<file path="src/rtl/segment_reader.sv">
// Seven-segment receive monitor: rebuilds the displayed hex word from the multiplexed anode/segment/sign lines.
// Define SEG_READER_BLANK_EN to accept the all-off pattern as a blank digit (nibble 0, flagged in blank_mask).
module segment_reader #(
    parameter int NUM_DIGITS     = 4,
    parameter int STABLE_CYCLES  = 4,
    parameter int TIMEOUT_CYCLES = 1024
) (
    input  logic                    clk,
    input  logic                    reset,
    input  logic [NUM_DIGITS-1:0]   an,
    input  logic [6:0]              seg,
    input  logic                    sign_in,
    output logic [4*NUM_DIGITS-1:0] value,
    output logic                    sign,
    output logic                    frame_valid,
    output logic                    err_illegal,
    output logic                    timeout,
    output logic [NUM_DIGITS-1:0]   blank_mask
);

    localparam int SW = NUM_DIGITS + 8;
    localparam int CW = $clog2(STABLE_CYCLES + 1);
    localparam int TW = $clog2(TIMEOUT_CYCLES + 1);
    localparam int IW = (NUM_DIGITS > 1) ? $clog2(NUM_DIGITS) : 1;

    localparam logic [1:0] S_IDLE  = 2'd0;
    localparam logic [1:0] S_TRACK = 2'd1;
    localparam logic [1:0] S_HELD  = 2'd2;

    // Returns {legal, nibble}; the blank pattern is only legal in the blank-enabled build.
    function automatic logic [4:0] decode(input logic [6:0] p);
        case (p)
            7'b0000001: return 5'h10;
            7'b1001111: return 5'h11;
            7'b0010010: return 5'h12;
            7'b0000110: return 5'h13;
            7'b1001100: return 5'h14;
            7'b0100100: return 5'h15;
            7'b0100000: return 5'h16;
            7'b0001111: return 5'h17;
            7'b0000000: return 5'h18;
            7'b0001100: return 5'h19;
            7'b0001000: return 5'h1A;
            7'b1100000: return 5'h1B;
            7'b0110001: return 5'h1C;
            7'b1000010: return 5'h1D;
            7'b0110000: return 5'h1E;
            7'b0111000: return 5'h1F;
`ifdef SEG_READER_BLANK_EN
            7'b1111111: return 5'h10;
`endif
            default:    return 5'h00;
        endcase
    endfunction

    logic [1:0]              r_state;
    logic [CW-1:0]           r_cnt;
    logic [SW-1:0]           r_prev;
    logic [4*NUM_DIGITS-1:0] r_shadow;
    logic [NUM_DIGITS-1:0]   r_shadow_mask;
    logic                    r_shadow_sign;
    logic [TW-1:0]           r_tcount;
    logic [4*NUM_DIGITS-1:0] r_value;
    logic                    r_sign;
    logic                    r_frame_valid;
    logic                    r_err_illegal;
    logic                    r_timeout;

    logic [SW-1:0]           w_sample;
    logic                    w_an_legal;
    logic                    w_changed;
    logic [IW-1:0]           w_idx;
    logic [NUM_DIGITS-1:0]   w_sel;
    logic [4:0]              w_dec;
    logic [1:0]              w_state_next;
    logic [CW-1:0]           w_cnt_next;
    logic                    w_capture;
    logic                    w_cap_legal;
    logic                    w_cap_illegal;
    logic [NUM_DIGITS-1:0]   w_mask_next;
    logic [4*NUM_DIGITS-1:0] w_shadow_next;
    logic                    w_sign_next;
    logic                    w_complete;

    assign w_sample   = {an, seg, sign_in};
    assign w_an_legal = $onehot(~an);
    assign w_changed  = (w_sample != r_prev);
    assign w_sel      = ~an;
    assign w_dec      = decode(seg);

    always_comb begin
        w_idx = '0;
        for (int i = 0; i < NUM_DIGITS; i++) begin
            if (!an[i]) w_idx = IW'(i);
        end
    end

    // The incoming sample is compared against last cycle's, so a digit held from
    // cycle 0 reaches the capture count on edge STABLE_CYCLES-1.
    always_comb begin
        w_state_next = r_state;
        w_cnt_next   = r_cnt;
        w_capture    = 1'b0;
        case (r_state)
            S_IDLE: begin
                w_cnt_next = '0;
                if (w_an_legal) begin
                    w_state_next = S_TRACK;
                    w_cnt_next   = CW'(1);
                end
            end
            S_TRACK: begin
                if (!w_an_legal) begin
                    w_state_next = S_IDLE;
                    w_cnt_next   = '0;
                end else if (w_changed) begin
                    w_cnt_next = CW'(1);
                end else if (r_cnt == CW'(STABLE_CYCLES - 1)) begin
                    w_capture    = 1'b1;
                    w_state_next = S_HELD;
                    w_cnt_next   = CW'(STABLE_CYCLES);
                end else begin
                    w_cnt_next = r_cnt + CW'(1);
                end
            end
            S_HELD: begin
                if (!w_an_legal) begin
                    w_state_next = S_IDLE;
                    w_cnt_next   = '0;
                end else if (w_changed) begin
                    w_state_next = S_TRACK;
                    w_cnt_next   = CW'(1);
                end
            end
            default: begin
                w_state_next = S_IDLE;
                w_cnt_next   = '0;
            end
        endcase
    end

    assign w_cap_legal   = w_capture & w_dec[4];
    assign w_cap_illegal = w_capture & ~w_dec[4];

    always_comb begin
        w_shadow_next = r_shadow;
        w_mask_next   = r_shadow_mask;
        w_sign_next   = r_shadow_sign;
        if (w_cap_legal) begin
            w_shadow_next[{w_idx, 2'b00} +: 4] = w_dec[3:0];
            w_mask_next = r_shadow_mask | w_sel;
            if (w_idx == IW'(NUM_DIGITS - 1)) w_sign_next = sign_in;
        end else if (w_cap_illegal) begin
            w_mask_next = r_shadow_mask & ~w_sel;
        end
    end

    assign w_complete = w_cap_legal & (&w_mask_next);

    // Completion takes priority over the timeout; a capture landing on a timeout edge is dropped with the frame.
    always_ff @(posedge clk) begin
        if (reset) begin
            r_state       <= S_IDLE;
            r_cnt         <= '0;
            r_prev        <= '0;
            r_shadow      <= '0;
            r_shadow_mask <= '0;
            r_shadow_sign <= 1'b0;
            r_tcount      <= '0;
            r_value       <= '0;
            r_sign        <= 1'b0;
            r_frame_valid <= 1'b0;
            r_err_illegal <= 1'b0;
            r_timeout     <= 1'b0;
        end else begin
            r_state       <= w_state_next;
            r_cnt         <= w_cnt_next;
            r_prev        <= w_sample;
            r_shadow      <= w_shadow_next;
            r_shadow_sign <= w_sign_next;
            r_frame_valid <= w_complete;
            r_err_illegal <= w_cap_illegal;
            r_timeout     <= 1'b0;
            if (w_complete) begin
                r_value       <= w_shadow_next;
                r_sign        <= w_sign_next;
                r_shadow_mask <= '0;
                r_tcount      <= '0;
            end else if (r_tcount == TW'(TIMEOUT_CYCLES - 1)) begin
                r_timeout     <= 1'b1;
                r_shadow_mask <= '0;
                r_tcount      <= '0;
            end else begin
                r_shadow_mask <= w_mask_next;
                r_tcount      <= r_tcount + TW'(1);
            end
        end
    end

`ifdef SEG_READER_BLANK_EN
    logic [NUM_DIGITS-1:0] r_shadow_blank;
    logic [NUM_DIGITS-1:0] r_blank_mask;
    logic [NUM_DIGITS-1:0] w_blank_next;

    always_comb begin
        w_blank_next = r_shadow_blank;
        if (w_cap_legal) w_blank_next[w_idx] = (seg == 7'b1111111);
    end

    always_ff @(posedge clk) begin
        if (reset) begin
            r_shadow_blank <= '0;
            r_blank_mask   <= '0;
        end else begin
            r_shadow_blank <= w_blank_next;
            if (w_complete) r_blank_mask <= w_blank_next;
        end
    end

    assign blank_mask = r_blank_mask;
`else
    assign blank_mask = '0;
`endif

    assign value       = r_value;
    assign sign        = r_sign;
    assign frame_valid = r_frame_valid;
    assign err_illegal = r_err_illegal;
    assign timeout     = r_timeout;

endmodule

</file>
<file path="config.mk">
export PLATFORM = sky130hd
export DESIGN_NAME = segment_reader
export DESIGN_NICKNAME = d
export VERILOG_FILES = /design/src/rtl/segment_reader.sv
export SDC_FILE = /design/constraint.sdc
export NUM_CORES = 1
export LEC_CHECK = 0
export BUFFER_PORTS_ARGS = -buffer_cell sky130_fd_sc_hd__clkbuf_2
export CAP_MARGIN = 20
export CORE_MARGIN = 2
export CORE_UTILIZATION = 53
export DETAILED_ROUTE_END_ITERATION = 16
export GPL_ROUTABILITY_DRIVEN = 0
export PLACE_DENSITY = 0.74
export RECOVER_POWER = 25
export SYNTH_ARGS = -nofsm -noshare
export SYNTH_HDL_FRONTEND = slang
export SYNTH_SLANG_ARGS = --single-unit
</file>
<file path="constraint.sdc">
create_clock -name clk -period 4.04 [get_ports clk]
set_clock_uncertainty 0.1 [all_clocks]
set_input_delay 0.808 -clock clk [delete_from_list [all_inputs] [get_ports clk]]
set_output_delay 0.808 -clock clk [all_outputs]
set_load 0.05 [all_outputs]
</file>
; ---- Word level (Yosys, flattened, before mapping)
; Index checks and enable logic that the tools add are counted.
[totals]
reg_bits = 69
[classes]
bitwise_logic = 8
n_mux = 29
shift = 2
n_eq_ne = 26
n_reduce_logical = 6
n_addsub = 6
[ops]
columns = op, n
row1 = case mux 5 bit (16 select lines), 1
row2 = "== test 7 x 6 -> 1 bit, second input constant", 5
row3 = "== test 7 bit, second input constant", 4
row4 = "== test 7 x 4 -> 1 bit, second input constant", 3
row5 = bitwise mux 16 bit, 1
row6 = 2-to-1 mux 16 bit, 1
row7 = 2-to-1 mux 2 bit, 8
row8 = "variable shift 4 x 6 -> 16 bit, first input constant", 1
row9 = variable part select 4 x 6 -> 16 bit, 1
row10 = 2-to-1 mux 3 bit, 5
row11 = inequality test 12 bit, 1
row12 = "adder 11 x 1 -> 11 bit, second input constant", 1
row13 = "== test 11 x 10 -> 1 bit, second input constant", 1
row14 = 2-to-1 mux 1 bit, 9
row15 = "inequality test 3 bit, second input constant", 3
row16 = case mux 3 bit (3 select lines), 1
row17 = 2-to-1 mux 4 bit, 2
row18 = inverter 4 bit, 2
row19 = AND reduction 4 bit, 2
row20 = "== test 7 x 1 -> 1 bit, second input constant", 1
row21 = "== test 7 x 3 -> 1 bit, second input constant", 1
row22 = "== test 7 x 5 -> 1 bit, second input constant", 1
row23 = logical NOT 7 bit, 1
row24 = negator 4 -> 6 bit, 1
row25 = other kinds (16), 20

; ---- Depth between registers and ports, before layout
[depth]
word_depth = 12
depth_mapped = 12
ltp_nobuf = 10

; ---- Worst setup path after synthesis
; Ideal clock, no wire load.
[synth_timing]
path_kind = input to register
from = input an[0]
to = register r_value[10], in the netlist value[10]
path_buffers = 2
setup_ns = 0.069
slack_ns = 0.387
cell_stages = 12
required_time_ns = 3.871
arrival_time_ns = 3.484
cell_sequence = fa_1 > inv_1 > ha_1 > ha_1 > nor3b_1 > nand4_2 > or2_1 > clkbuf_1 > nor2_1 > nand3_2 > clkbuf_1 > o21ai_1
[synth_via]
elab_chain_cells = 11
[synth_lines]
columns = item, line
row1 = from (decl), 10  ; input logic [NUM_DIGITS-1:0] an,
row2 = inverter 4 bit, "86, 88"
row3 = adder 1 x 1 -> 2 bit (implied by the code), 86  ; assign w_an_legal = $onehot(~an);
row4 = adder 2 x 2 -> 3 bit (implied by the code), 86
row5 = == test 3 x 1 -> 1 bit, 86
row6 = 2-to-1 mux 1 bit, 113  ; if (!w_an_legal) begin
row7 = 2-to-1 mux 1 bit, 104  ; case (r_state)
row8 = bitwise AND 1 bit, 143  ; assign w_cap_illegal = w_capture & ~w_dec[4];
row9 = 2-to-1 mux 4 bit, 153  ; end else if (w_cap_illegal) begin
row10 = 2-to-1 mux 4 bit, 149  ; if (w_cap_legal) begin
row11 = AND reduction 4 bit, 158  ; assign w_complete = w_cap_legal & (&w_mask_next);
row12 = bitwise AND 1 bit, 158
row13 = to (signal assigned), 185  ; r_value <= w_shadow_next;
row14 = to (decl), 63  ; logic [4*NUM_DIGITS-1:0] r_value;
; Parallel ways exist; a longest one is shown, timed or not.
; A chain may end at the register's enable or synchronous reset.

; ---- Worst setup path after layout
[layout_timing]
from = input an[1]
to = register r_value[3], in the netlist value[3]
; Same word-level chain as after synthesis.

==> reports/metrics.cfg <==
[placed_design]
dp_worst_setup_slack_ps = 234.6
dp_hpwl_mm = 4.454
numPortBuffers = 33

[setup_path]
worstPathMaxFanout = 18
crit_arrival_ps = 3630
path_class = in2reg
cp-start-kind = primary input
crit_required_ps = 4200
worst_setup_path_end_kind = flip-flop

[power_and_ir_drop]
power_density_nw_per_um2 = 404.9
p_leak_nw = 1.451
ir_worst_vdd_mv = 0.3173

[sta]
fmax_mhz = 287.6
finalSetupViolCount = 0
layout_min_cycle_time_ps = 3477
worst_pin_slew_ps = 1552
finalSetupTns_ps = 0
hold_viol_final = 0
period_share = 0.8606
grt_setup_unrepaired = no
final_max_slew_viol_count = 36
slew-limit-headroom = -0.03466
worst_slack_ps = 563.0

[synthesis]
synth_area_per_cell_um2 = 8.735
seq_area_frac_synth = 0.4240
yosys.area.top_type = dfxtp_1
synth_cells = 373
syn_area_um2 = 3258
synthArstFlopShare = 0
yosys.area.top_type_share = 0.4240
synthTopCellsByArea = dfxtp_1 42%, nor2_1 6.2%, xor2_1 4.8%, mux2i_1 4.0%, ha_1 3.5%
yosysWarnings = 0
synth_enable_flop_cells = 0
synth_ff_type = dfxtp_1
synth_cell_types = 54
synth_seq_cells = 69

[floorplanning]
io_pins = 38
dieArea_um2 = 6791
initial_utilization = 0.5503
die_w_um = 82.41
die_h_um = 82.41
rows = 28
core_um2 = 5921

[routing]
viasPerCell = 5.413
num_vias = 2582
antenna_left = 0
drt_pass1_iterations = 5
drc = 0
routed_wl_mm = 6.385
wl_per_cell_um = 13.39
dr.first_iter.drc_count = 96

[global_route]
antenna_found_initial = 0
grt_pass1_wl_mm = 10.67
grt_usage = 0.2059
grt_max_degree = 36
grt_pass1_vias = 2403
grt-ovfl-total = 0

[clock_tree]
cts_setup_buffers = 0
post_cts_resized = 0
cts.sinks = 69
root_buffer = clkbuf_8
insertion_delay_ps = 340
cts_buffer_depth = 2
clk_pin_slew_ps = 70
ctsHoldBuffers = 0
cts_made_buffers = 9
cts_tree = yes
htree_levels = 3

[cells_and_area]
n_antenna_cell = 0
n_fill_cell = 528
final_common_cell = dfxtp_1
drive_gt1_frac = 0.1318
layout_common_cells = 69 x dfxtp_1, 54 x nor2_1, 29 x nand2_1, 22 x clkbuf_2, 19 x inv_1
layout.nets = 421
area_growth_syn_to_layout_pct = 11.87

[min_path]
hold_class = reg2reg

[run_status]
violations = max-capacitance violations, max-slew violations
outcome = finished, violations left

[run]
drv_cap = 1

## power by group
group / internal (W) / switching (W)
clock network: 0.000414 / 0.000246
registers: 0.000691 / 0.00000774
logic: 0.0000397 / 0.0000772
total: 0.00115 / 0.000331
## synth_stat cells, drive strengths merged (2+ instances only)
master and n:
a211oi 3, a21oi 9, a2bb2oi 4, and2 2
and3 6, and3b 2, buf 15, clkbuf 11
dfxtp 69, ha 9, inv 19, mux2i 13
nand2 29, nand2b 3, nand3 11, nand3b 2
nand4 3, nand4b 3, nor2 54, nor2b 10
nor3 10, nor3b 3, nor4 4, nor4b 4
o21ai 30, or3 3, or4 2, or4b 3
xnor2 5, xor2 18
## registers in the layout (all words and copies together), names as in the netlist, 2 cells and up
register,count
r_prev,12
r_cnt,3
value,16
r_shadow,16
r_state,2
r_shadow_mask,4
r_tcount,11
## logic make-up (layout without fill, tap and decap cells)
group	after synthesis	after routing	synth area share
other	1	4	0.001151
and+or+nand+nor	157	157	0.2654
adders and majority gates	10	10	0.04071
DFF	69	69	0.4240
muxes	13	13	0.03994
buffers and inverters	45	71	0.06375
AOI/OAI and AO/OA	55	55	0.1033
xor gates and xnor gates	23	23	0.06183
## cell type report
type | count | area (um2) | share of cell area
Clock inverter | 3 | 65.06 | 0.01785
Sequential cell | 69 | 1381 | 0.3790
Timing Repair Buffer | 36 | 173.9 | 0.04772
Multi-Input combinational cell | 262 | 1680 | 0.4610
Inverter | 19 | 71.32 | 0.01957
Clock buffer | 13 | 178.9 | 0.04909
Tap cell | 75 | 93.84 | 0.02575
## path summary, 6_finish.rpt
path,start,endpoint,slack [ps],depth (start not counted)
max,an[1],value[3],560,11
max reg2reg,r_prev[7],value[3],1450,8
min reg2reg,value[14],value[14],350,2
min,value[14],value[14],350,2
## stage by stage
stage | cells | hold WS (ps) | power, W | utilization | area [um2]
finish | 477 | 347.4 | 0.001476 | 0.6156 | 3645
global route | 477 | 366.0 | 0.001527 | 0.6156 | 3645
CTS | 477 | 351.1 | 0.001486 | 0.6179 | 3659
detailed placement | 461 | 341.7 | 0.0008311 | 0.5767 | 3415
global placement | 461 | 337.1 | 0.0008277 | 0.5767 | 3415
floorplan | 376 | 325.0 | 0.0008075 | - | 3269
## worst max-delay path, stage by stage
cell and delay, ps:
clkbuf_2 150, fa_1 510, inv_1 40, ha_1 170, ha_1 260, nor3b_1 340
nand4_2 170, or2_1 350, nor2_1 180, nand3_2 360, o21ai_0 280
## per-layer routing
layer  up-vias  GRT usage  part of all wire
met3        12    0.03804             0.045
met5         -          0                 0
met2        60     0.3315              0.45
li1       1299          -                 -
met4         0     0.1133             0.026
met1      1211     0.2595              0.47
Note: power is estimated with default switching activity, not from simulation.
